**src/rtl/varre_matriz_leds_pkg.sv**
```systemverilog
// Shared definitions for the LED-matrix display stage: copy-FSM state codes,
// default geometry and small decode helpers.
package varre_matriz_leds_pkg;

    localparam int LINHAS_PADRAO       = 16;
    localparam int COLUNAS_PADRAO      = 16;
    localparam int CICLOS_LINHA_PADRAO = 5000;

    typedef enum logic [3:0] {
        INICIAL       = 4'd0,
        ESPERA        = 4'd1,
        LE_LINHA      = 4'd2,
        ESPERA_MEM    = 4'd3,
        GRAVA_LINHA   = 4'd4,
        AGUARDA_TROCA = 4'd5,
        SINALIZA      = 4'd6
    } estado_t;

    localparam logic [3:0] DB_ILEGAL = 4'b1111;

    // Debug code of a state; anything outside the legal set reads as all ones.
    function automatic logic [3:0] codigo_db(input estado_t estado);
        logic [3:0] codigo;
        case (estado)
            INICIAL, ESPERA, LE_LINHA, ESPERA_MEM,
            GRAVA_LINHA, AGUARDA_TROCA, SINALIZA: codigo = estado;
            default:                              codigo = DB_ILEGAL;
        endcase
        return codigo;
    endfunction

    function automatic logic ocupado_em(input estado_t estado);
        logic ocupado;
        case (estado)
            LE_LINHA, ESPERA_MEM, GRAVA_LINHA, AGUARDA_TROCA: ocupado = 1'b1;
            default:                                          ocupado = 1'b0;
        endcase
        return ocupado;
    endfunction

endpackage

```
**src/rtl/varre_matriz_leds_if.sv**
```systemverilog
// Frame-memory read port: row address and read enable out, registered row data back.
interface varre_matriz_leds_if
    import varre_matriz_leds_pkg::*;
#(
    parameter int LINHAS  = LINHAS_PADRAO,
    parameter int COLUNAS = COLUNAS_PADRAO
);
    localparam int LW = (LINHAS > 1) ? $clog2(LINHAS) : 1;

    logic [LW-1:0]      endereco;
    logic               leitura;
    logic [COLUNAS-1:0] dado;

    modport master (output endereco, output leitura, input dado);
    modport slave  (input endereco, input leitura, output dado);
endinterface

```
**src/rtl/varre_matriz_leds_contador_varredura.sv**
```systemverilog
// Row-scan timebase: dwell counter t, row index r and the end-of-scan-frame strobe.
// Free-running from reset; reusable by any row-multiplexed display.
module contador_varredura #(
    parameter int  LINHAS       = 16,
    parameter int  CICLOS_LINHA = 5000,
    localparam int LW           = (LINHAS > 1) ? $clog2(LINHAS) : 1,
    localparam int TW           = (CICLOS_LINHA > 1) ? $clog2(CICLOS_LINHA) : 1
) (
    input  logic          clock,
    input  logic          reset,
    output logic [TW-1:0] t_o,
    output logic [LW-1:0] r_o,
    output logic          fim_varredura_o
);

    localparam logic [TW-1:0] T_ULTIMO = TW'(CICLOS_LINHA - 1);
    localparam logic [LW-1:0] R_ULTIMO = LW'(LINHAS - 1);

    logic [TW-1:0] t_q, t_d;
    logic [LW-1:0] r_q, r_d;
    logic          fim_linha_s;

    // Next dwell/row values: the row advances only when its dwell time wraps.
    always_comb begin
        t_d         = t_q;
        r_d         = r_q;
        fim_linha_s = (t_q == T_ULTIMO);
        if (fim_linha_s) begin
            t_d = {TW{1'b0}};
            if (r_q == R_ULTIMO) begin
                r_d = {LW{1'b0}};
            end else begin
                r_d = r_q + LW'(1);
            end
        end else begin
            t_d = t_q + TW'(1);
        end
    end

    // Counter registers.
    always_ff @(posedge clock or posedge reset) begin
        if (reset) begin
            t_q <= {TW{1'b0}};
            r_q <= {LW{1'b0}};
        end else begin
            t_q <= t_d;
            r_q <= r_d;
        end
    end

    assign t_o             = t_q;
    assign r_o             = r_q;
    assign fim_varredura_o = fim_linha_s && (r_q == R_ULTIMO);

endmodule

```
**src/rtl/varre_matriz_leds.sv**
```systemverilog
// LED-matrix display stage: copies each finished frame into a shadow buffer, swaps it
// onto the display buffer at a scan-frame boundary and row-multiplexes the display buffer.
module varre_matriz_leds
    import varre_matriz_leds_pkg::*;
#(
    parameter int  LINHAS       = LINHAS_PADRAO,
    parameter int  COLUNAS      = COLUNAS_PADRAO,
    parameter int  CICLOS_LINHA = CICLOS_LINHA_PADRAO,
    localparam int LW           = (LINHAS > 1) ? $clog2(LINHAS) : 1,
    localparam int TW           = (CICLOS_LINHA > 1) ? $clog2(CICLOS_LINHA) : 1
) (
    input  logic                clock,
    input  logic                reset,
    input  logic                fim_gera_frame,
    varre_matriz_leds_if.master mem_frame,
    output logic [LINHAS-1:0]   linha_ativa,
    output logic [COLUNAS-1:0]  colunas,
    output logic                ocupado,
    output logic                quadro_exibido,
    output logic [3:0]          db_estado
);

    localparam logic [LW-1:0]     K_ULTIMO = LW'(LINHAS - 1);
    localparam logic [LINHAS-1:0] LINHA0   = {{(LINHAS-1){1'b0}}, 1'b1};

    estado_t            estado_q, estado_d;
    logic [LW-1:0]      k_q, k_d;
    logic               pendente_q, pendente_d;
    logic [LW-1:0]      endereco_d;
    logic               grava_s;
    logic               troca_s;

    logic [COLUNAS-1:0] sombra_q    [LINHAS];
    logic [COLUNAS-1:0] exibicao_q  [LINHAS];

    logic [LW-1:0]      endereco_q;
    logic               leitura_q;
    logic               ocupado_q;
    logic               quadro_q;
    logic [3:0]         db_q;
    logic [LINHAS-1:0]  linha_ativa_q;
    logic [COLUNAS-1:0] colunas_q;

    logic [TW-1:0]      t_s;
    logic [LW-1:0]      r_s;
    logic               fim_varredura_s;

    contador_varredura #(
        .LINHAS       (LINHAS),
        .CICLOS_LINHA (CICLOS_LINHA)
    ) u_contador (
        .clock           (clock),
        .reset           (reset),
        .t_o             (t_s),
        .r_o             (r_s),
        .fim_varredura_o (fim_varredura_s)
    );

    // Copy FSM next state. A frame request seen while busy or signalling is merged
    // into a single pending flag that restarts the copy from row 0.
    always_comb begin
        estado_d   = estado_q;
        k_d        = k_q;
        pendente_d = pendente_q;
        grava_s    = 1'b0;
        troca_s    = 1'b0;
        case (estado_q)
            INICIAL: estado_d = ESPERA;
            ESPERA: begin
                k_d = {LW{1'b0}};
                if (fim_gera_frame || pendente_q) begin
                    estado_d   = LE_LINHA;
                    pendente_d = 1'b0;
                end else begin
                    estado_d   = ESPERA;
                end
            end
            LE_LINHA: begin
                estado_d   = ESPERA_MEM;
                pendente_d = pendente_q || fim_gera_frame;
            end
            ESPERA_MEM: begin
                estado_d   = GRAVA_LINHA;
                pendente_d = pendente_q || fim_gera_frame;
            end
            GRAVA_LINHA: begin
                grava_s    = 1'b1;
                pendente_d = pendente_q || fim_gera_frame;
                if (k_q == K_ULTIMO) begin
                    estado_d = AGUARDA_TROCA;
                end else begin
                    k_d      = k_q + LW'(1);
                    estado_d = LE_LINHA;
                end
            end
            AGUARDA_TROCA: begin
                pendente_d = pendente_q || fim_gera_frame;
                if (fim_varredura_s) begin
                    troca_s  = 1'b1;
                    estado_d = SINALIZA;
                end else begin
                    estado_d = AGUARDA_TROCA;
                end
            end
            SINALIZA: begin
                estado_d   = ESPERA;
                pendente_d = pendente_q || fim_gera_frame;
            end
            default: begin
                estado_d = INICIAL;
                k_d      = {LW{1'b0}};
            end
        endcase
        if (estado_d == LE_LINHA || estado_d == ESPERA_MEM) begin
            endereco_d = k_d;
        end else begin
            endereco_d = {LW{1'b0}};
        end
    end

    // FSM state plus Moore outputs, registered from the next state so they line up with it.
    always_ff @(posedge clock or posedge reset) begin
        if (reset) begin
            estado_q   <= INICIAL;
            k_q        <= {LW{1'b0}};
            pendente_q <= 1'b0;
            endereco_q <= {LW{1'b0}};
            leitura_q  <= 1'b0;
            ocupado_q  <= 1'b0;
            quadro_q   <= 1'b0;
            db_q       <= 4'd0;
        end else begin
            estado_q   <= estado_d;
            k_q        <= k_d;
            pendente_q <= pendente_d;
            endereco_q <= endereco_d;
            leitura_q  <= (estado_d == LE_LINHA);
            ocupado_q  <= ocupado_em(estado_d);
            quadro_q   <= (estado_d == SINALIZA);
            db_q       <= codigo_db(estado_d);
        end
    end

    // Shadow fill and whole-frame swap; the swap only happens on a scan-frame boundary.
    always_ff @(posedge clock or posedge reset) begin
        if (reset) begin
            for (int i = 0; i < LINHAS; i++) begin
                sombra_q[i]   <= {COLUNAS{1'b0}};
                exibicao_q[i] <= {COLUNAS{1'b0}};
            end
        end else begin
            if (grava_s) begin
                sombra_q[k_q] <= mem_frame.dado;
            end
            if (troca_s) begin
                for (int i = 0; i < LINHAS; i++) begin
                    exibicao_q[i] <= sombra_q[i];
                end
            end
        end
    end

    // Row/column drive, blanked on the first dwell cycle of every row against ghosting.
    always_ff @(posedge clock or posedge reset) begin
        if (reset) begin
            linha_ativa_q <= LINHA0;
            colunas_q     <= {COLUNAS{1'b0}};
        end else begin
            linha_ativa_q <= LINHA0 << r_s;
            colunas_q     <= (t_s == {TW{1'b0}}) ? {COLUNAS{1'b0}} : exibicao_q[r_s];
        end
    end

    assign mem_frame.endereco = endereco_q;
    assign mem_frame.leitura  = leitura_q;
    assign linha_ativa        = linha_ativa_q;
    assign colunas            = colunas_q;
    assign ocupado            = ocupado_q;
    assign quadro_exibido     = quadro_q;
    assign db_estado          = db_q;

endmodule
```
**src/flat_wrapper.sv**
```systemverilog
// flat-port wrapper written by rule: the top's interface ports become plain ports
module varre_matriz_leds_flat import varre_matriz_leds_pkg::*;
#(
    parameter int  LINHAS       = LINHAS_PADRAO,
    parameter int  COLUNAS      = COLUNAS_PADRAO,
    parameter int  CICLOS_LINHA = CICLOS_LINHA_PADRAO,
    localparam int LW           = (LINHAS > 1) ? $clog2(LINHAS) : 1,
    localparam int TW           = (CICLOS_LINHA > 1) ? $clog2(CICLOS_LINHA) : 1
)
  (clock, reset, fim_gera_frame, linha_ativa, colunas, ocupado, quadro_exibido, db_estado, mem_frame_endereco, mem_frame_leitura, mem_frame_dado);
  varre_matriz_leds_if #(.LINHAS(LINHAS), .COLUNAS(COLUNAS)) mem_frame_i ();
  input  logic clock;
  input  logic reset;
  input  logic fim_gera_frame;
  output logic [LINHAS-1:0] linha_ativa;
  output logic [COLUNAS-1:0] colunas;
  output logic ocupado;
  output logic quadro_exibido;
  output logic [3:0] db_estado;
  output wire logic [$bits(mem_frame_i.endereco)-1:0] mem_frame_endereco;
  output wire logic [$bits(mem_frame_i.leitura)-1:0] mem_frame_leitura;
  input wire logic [$bits(mem_frame_i.dado)-1:0] mem_frame_dado;
  assign mem_frame_endereco = mem_frame_i.endereco;
  assign mem_frame_leitura = mem_frame_i.leitura;
  assign mem_frame_i.dado = mem_frame_dado;
  varre_matriz_leds #(.LINHAS(LINHAS), .COLUNAS(COLUNAS), .CICLOS_LINHA(CICLOS_LINHA)) u_core (.clock(clock), .reset(reset), .fim_gera_frame(fim_gera_frame), .mem_frame(mem_frame_i), .linha_ativa(linha_ativa), .colunas(colunas), .ocupado(ocupado), .quadro_exibido(quadro_exibido), .db_estado(db_estado));
endmodule
```
**config.mk**
```make
export PLATFORM = sky130hd
export DESIGN_NAME = varre_matriz_leds_flat
export DESIGN_NICKNAME = d
export VERILOG_FILES = /design/src/rtl/varre_matriz_leds_pkg.sv /design/src/rtl/varre_matriz_leds_if.sv /design/src/rtl/varre_matriz_leds_contador_varredura.sv /design/src/rtl/varre_matriz_leds.sv /design/src/flat_wrapper.sv
export SDC_FILE = /design/constraint.sdc
export NUM_CORES = 1
export LEC_CHECK = 0
export ABC_AREA = 1
export BUFFER_PORTS_ARGS = -buffer_cell sky130_fd_sc_hd__buf_2
export CAP_MARGIN = 10
export CORE_MARGIN = 3
export CORE_UTILIZATION = 41
export CTS_CLUSTER_SIZE = 14
export DETAILED_ROUTE_END_ITERATION = 6
export PLACE_DENSITY = 0.55
export SYNTH_ARGS = -nofsm -noshare
export SYNTH_HDL_FRONTEND = slang
export SYNTH_HIERARCHICAL = 1
export SYNTH_SLANG_ARGS = --single-unit
```
**constraint.sdc**
```tcl
create_clock -name clock -period 19.08 [get_ports clock]
set_input_delay 0.954 -clock clock [delete_from_list [all_inputs] [get_ports clock]]
set_output_delay 0.954 -clock clock [all_outputs]
set_load 0.02 [all_outputs]
```
# [Word-level counts from Yosys, hierarchy flattened]
# Index checks and enable logic that the tools add are counted.
[classes] add_sub_neg=3 magnitude_cmp=3 eq_ne=16 n_shift=1 n_mux=23 bitwise_logic=2 n_reduce_logical=14
[ops] operator="$bwmux W256" n=1
[ops] operator="$bmux W16 S4" n=1
[ops] operator="$demux W16 S4" n=1
[ops] operator="$mux W16" n=4
[ops] operator="$eq A4 B3 Y1 const B" n=6
[ops] operator="$pmux W4 S6" n=1
[ops] operator="$eq A4 B2 Y1 const B" n=4
[ops] operator="$mux W4" n=4
[ops] operator="$shl A1 B4 Y16 const A" n=1
[ops] operator="$add A13 B1 Y13 const B" n=1
[ops] operator="$eq A13 B13 Y1 const B" n=1
[ops] operator="$logic_not A13 Y1" n=1
[ops] operator="$mux W13" n=1
[ops] operator="$ge A5 B5 Y1 const B" n=2
[ops] operator="$not A4 Y5" n=2
[ops] operator="$reduce_or A5 Y1" n=2
[ops] operator="$add A4 B1 Y4 const B" n=2
[ops] operator="$eq A4 B1 Y1 const B" n=2
[ops] operator="$eq A4 B4 Y1 const B" n=2
[ops] operator="$logic_not A4 Y1" n=2
[ops] operator="$pmux W4 S2" n=1
[ops] operator="$reduce_or A7 Y1" n=1
[ops] operator="$lt A5 B1 Y1 const B" n=1
[ops] operator="$mux W1" n=5
[ops] operator="other kinds (10)" n=13
[word_totals] register_bits=581 in_bits=19 wordCells=106

# [Longest topological paths before layout]
[logic_depth] word_depth=7 depth_mapped=13 mapped_depth_nobuf=10

# [By module]
# Netlist, hierarchy kept.
[by_module_without_submodules] mod="varre_matriz_leds" n_inst=1 cells_per_inst=2745 area_each_um2=23281.1 seq_area_each_um2=14064.7
[by_module_without_submodules] mod="contador_varredura" n_inst=1 cells_per_inst=123 area_each_um2=955.9 seq_area_each_um2=425.4

# [Worst setup path before layout]
# Ideal clock, no wire load.
[synth_path] kind="register -> register" startpoint="reg u_core.u_contador.t_q[0], in the netlist u_core/u_contador/t_o[0]" endpoint="reg u_core/exibicao_q[111] in the netlist's numbering" setup_ps=121 arrival_time_ps=1853 path_slack_ps=17106 path_stages_with_launch=14 period_less_slack_ps=1974 path_cell_list="dfrtp_1 > ha_1 > nand2_2 > nor2_4 > nand3_4 > buf_6 > nor3_2 > inv_1 > nor2_4 > inv_2 > buf_2 > buf_2 > nand2_1 > o21ai_1"
[synth_via] elab_chain_len=4
[synth_lines] item="start: declaration" line="varre_matriz_leds_contador_varredura.sv:19" text="logic [TW-1:0] t_q, t_d;"
[synth_lines] item="start signal: assignment" line="varre_matriz_leds_contador_varredura.sv:43" text="t_q <= {TW{1'b0}};"
[synth_lines] item="start signal: assignment" line="varre_matriz_leds_contador_varredura.sv:46" text="t_q <= t_d;"
[synth_lines] item="$eq A13 B13 Y1" line="varre_matriz_leds_contador_varredura.sv:27" text="fim_linha_s = (t_q == T_ULTIMO);"
[synth_lines] item="$logic_and A1 B1 Y1" line="varre_matriz_leds_contador_varredura.sv:53" text="assign fim_varredura_o = fim_linha_s && (r_q == R_ULTIMO);"
[synth_lines] item="net u_core.fim_varredura_s" line="varre_matriz_leds.sv:46" text="logic fim_varredura_s;"
[synth_lines] item="$mux W1" line="varre_matriz_leds.sv:98" text="if (fim_varredura_s) begin"
[synth_lines] item="$mux W1" line="varre_matriz_leds.sv:67" text="case (estado_q)"
[synth_lines] item="end signal: indexed assignment" line="varre_matriz_leds.sv:149" text="exibicao_q[i] <= {COLUNAS{1'b0}};"
[synth_lines] item="end signal: indexed assignment" line="varre_matriz_leds.sv:157" text="exibicao_q[i] <= sombra_q[i];"
[synth_lines] item="end: declaration" line="varre_matriz_leds.sv:34" text="logic [COLUNAS-1:0] exibicao_q [LINHAS];"
# The timed path passes the listed nets, and every way through them passes these cells.
# A chain may end at the register's enable or synchronous reset.

# [Final worst setup path]
[layout_path] startpoint="reg u_core.u_contador.r_q[0], in the netlist u_core/u_contador/r_o[0]" endpoint="reg u_core/exibicao_q[82] in the netlist's numbering"
[layout_via] elab_chain_len=4
[layout_lines] item="start: declaration" line="varre_matriz_leds_contador_varredura.sv:20" text="logic [LW-1:0] r_q, r_d;"
[layout_lines] item="start signal: assignment" line="varre_matriz_leds_contador_varredura.sv:44" text="r_q <= {LW{1'b0}};"
[layout_lines] item="start signal: assignment" line="varre_matriz_leds_contador_varredura.sv:47" text="r_q <= r_d;"
[layout_lines] item="$eq A4 B4 Y1" line="varre_matriz_leds_contador_varredura.sv:53"
[layout_lines] item="$logic_and A1 B1 Y1" line="varre_matriz_leds_contador_varredura.sv:53"
[layout_lines] item="net u_core.fim_varredura_s" line="varre_matriz_leds.sv:46"
[layout_lines] item="$mux W1" line="varre_matriz_leds.sv:98"
[layout_lines] item="$mux W1" line="varre_matriz_leds.sv:67"
# The timed path passes the listed nets, and every way through them passes these cells.

==> summary.md <==
| Metric | Value |
|---|---|
| DR vias | `18200` |
| WP buf/inv | `6` |
| Post-CTS Setup Repair Bufs | `0` |
| Layout area overhead | `11.0%` |
| Row cnt | `88` |
| P_leak | `13.7 nW` |
| Placed cell area | `0.0249 mm^2` |
| CTS hold repair buffers | `0` |
| Port buffer count | `61` |
| Initial core utilization | `41.7%` |
| Synth area leader | `dfrtp_1` |
| Dpl cells | `3549` |
| Post-route DRC | `0` |
| CP max FO | `174` |
| CTS Sinks | `579` |
| Slew Viols, Final | `0` |
| Clock latency on the worst-skew pair | `0.63 ns` |
| Synth Area per Inst | `8.45 um^2` |
| Worst path arrival time | `5.05 ns` |
| Tightest Hold Check Type | `reg2reg` |
| CTS Buf Count | `61` |
| Clock Path Buffers | `3` |
| Overall die height | `249 um` |
| CP most frequent cell | `buf_4` |
| Largest stage delay, worst path | `0.70 ns` |
| Final setup vio count | `0` |
| Outcome | `completed` |
| Post-synthesis cell type count | `35` |
| Synth top area cells | `dfrtp_1, nand2_1, o21ai_1` |
| Post-layout util | `46.3%` |
| Total power | `2.49 mW` |
| Drt pass-1 iters | `5` |
| Top-count cell post-synth | `nand2_1` |
| WL final | `63.2 mm` |
| Worst Tran Pin Value | `1.07 ns` |
| Final HPWL DP | `37.2 mm` |
| Mapped cell area | `0.0242 mm^2` |
| Crit share post-route | `24.0%` |
| Clock Skew | `0.0287 ns` |
| Setup TNS | `0 ns` |
| Final std cells w/o fill | `3660` |
| Highest Clock Rate | `218 MHz` |
| Gr usage total | `20.6%` |
| First-pass GRT wire length | `102 mm` |
| Core Footprint | `0.0581 mm^2` |
| Antenna diodes | `0` |
| Warnings, synthesis | `6` |
| Vias in the first global route | `17900` |
| Final worst slack | `14.49 ns` |
| Full die area | `0.0621 mm^2` |
| Peak supply drop | `71.6 uV` |
| Synth Register Bits | `579` |
| Drt via density | `4.97` |
| RSZ-0062 raised after global routing | `false` |
| Area share of the largest cell type after synthesis | `59.7%` |
| Reg area | `0.0145 mm^2` |
| Max-Cap Viols | `0` |
| Design Area, Final | `0.0269 mm^2` |
| Final hold vios | `0` |
| Main synth FF type | `dfrtp_1` |
| Layout cells sized above 1 | `8.19%` |
| Syn Nets | `2893` |
| CTS H-tree depth | `2` |
| Pwr per Cell Area | `92.7 mW/mm^2` |
| Post-DRT Antenna Nets | `0` |
| Num ports | `62` |
| Worst-path cell chain | `buf_4 -> ha_1 -> inv_1 -> nor3_2 -> inv_1 -> nor2_4 -> buf_4 -> inv_8 -> buf_4 -> nand2_1 -> o21ai_1` |
| FILL cells | `5711` |
| DIE WIDTH | `249 um` |
| Initial antenna violation count | `2` |
| Multi-input logic area | `0.00820 mm^2` |
| GP Congestion | `0.783` |
| Initial DRC count | `1480` |
| Most frequent cells after synthesis | `nand2_1, dfrtp_1, o21ai_1, inv_1, o21ai_0` |
| Fin nets | `2873` |
| Congestion Overflow GR | `0` |
| Crit Path Class | `reg2reg` |
| Post-CTS sizing | `0` |
| WHS | `0.450 ns` |
| CTS tree | `yes` |
| Drt wl/cell | `17.3 um` |
| Setup WS pre-CTS | `14.62 ns` |
| Startpoint Class | `register` |
| Post-synth EDFFs | `0` |
| Seq/Total Area, Yosys | `59.8%` |
| Slowest cell on crit path | `buf_4` |
| Final min period | `4.59 ns` |
| Asr flop ratio synth | `100%` |
| Worst EP required | `19.54 ns` |
| Post-Synthesis Cells | `2868` |
| CP delay by family, top | `buffers and inverters` |
| CTS Root Cell | `clkbuf_16` |
| Setup crit end kind | `register` |
| Clock Pin Slew Worst Setup and Hold Paths | `0.06 ns` |
| Slew headroom | `28.5%` |
| Largest net degree at the start of global routing | `183` |
-- per-layer routing --
metal  GRT usage, %  vias to the layer above  share of wire, %
li1               -                     8933                 -
met1           29.0                     8794                46
met2           33.3                      381                47
met3           3.90                       76               5.4
met4           4.58                        0               1.8
met5              0                        -                 0
-- worst register-to-register path: cells and delay by family, from the launching register on --
| kind | cells | cell delay [ns] |
|---|---|---|
| simple gates | 3 | 0.51 |
| fa+ha+maj | 1 | 0.35 |
| compound gates | 1 | 0.07 |
| buf+inv | 6 | 2.81 |
| flops | 1 | 0.68 |
-- layout by cell type (no fill, tap or decap), drive strengths merged --
cell type,instances
o31ai,1
nor4,1
inv,186
nor2,37
dfstp,1
buf,92
nor3,22
a21oi,24
xor2,5
xnor2,1
nand2,1309
clkbuf,95
clkinv,12
bufinv,2
clkinvlp,4
nand3,103
ha,6
o21ai,390
conb,1
o2111ai,1
a31oi,1
dfrtp,578
nand4,22
or2,1
-- power by group --
part | switching (mW) | internal [mW]
clock | 0.486 | 0.676
sequential | 0.0111 | 1.26
combinational | 0.0509 | 0.0145
total | 0.548 | 1.95
-- final cells by class --
type,count,area share (%)
Inverter,188,2.68
Timing Repair Buffer,93,2.14
Clock buffer,94,6.73
Clock inverter,16,0.576
Multi-Input combinational cell,1925,30.5
Tap cell,765,3.56
Sequential cell,579,53.9
-- path summary, 6_finish.rpt --
| kind | startpoint | to | slack, ns | cells past startpoint |
|---|---|---|---|---|
| hold reg to reg | u_core/sombra_q[46] | u_core/exibicao_q[46] | 0.45 | 2 |
| min in group asynchronous | reset | u_core/u_contador/t_o[3] | 0.47 | 2 |
| hold / removal | u_core/sombra_q[46] | u_core/exibicao_q[46] | 0.45 | 2 |
| setup reg to reg | u_core/u_contador/r_o[0] | u_core/exibicao_q[82] | 14.49 | 11 |
| setup / recovery | u_core/u_contador/r_o[0] | u_core/exibicao_q[82] | 14.49 | 11 |
| max in group asynchronous | reset | u_core/sombra_q[164] | 16.12 | 4 |
-- sequential cells by signal, indices dropped and copies added (netlist names) --
signal                     count
u_core/colunas                16
u_core/db_estado               3
u_core/estado_q                3
u_core/exibicao_q            256
u_core/k_q                     4
u_core/linha_ativa            16
u_core/mem_frame.endereco      4
u_core/mem_frame.leitura       1
u_core/ocupado                 1
u_core/pendente_q              1
u_core/quadro_exibido          1
u_core/sombra_q              256
u_core/u_contador/r_o          4
u_core/u_contador/t_o         13
-- cell families (layout without fill, tap and decap cells) --
logic type / Yosys count / in the layout / synth area share (%)
other: 1 / 1 / 0.0155
buffers and inverters: 364 / 391 / 6.46
AO/OA/AOI/OAI: 417 / 417 / 8.67
AND/OR/NAND/NOR: 1495 / 1495 / 24.5
flip-flops: 579 / 579 / 59.8
XOR/XNOR: 6 / 6 / 0.217
adder cells (fa/ha/maj): 6 / 6 / 0.310
Note: power is estimated with default switching activity, not from simulation.
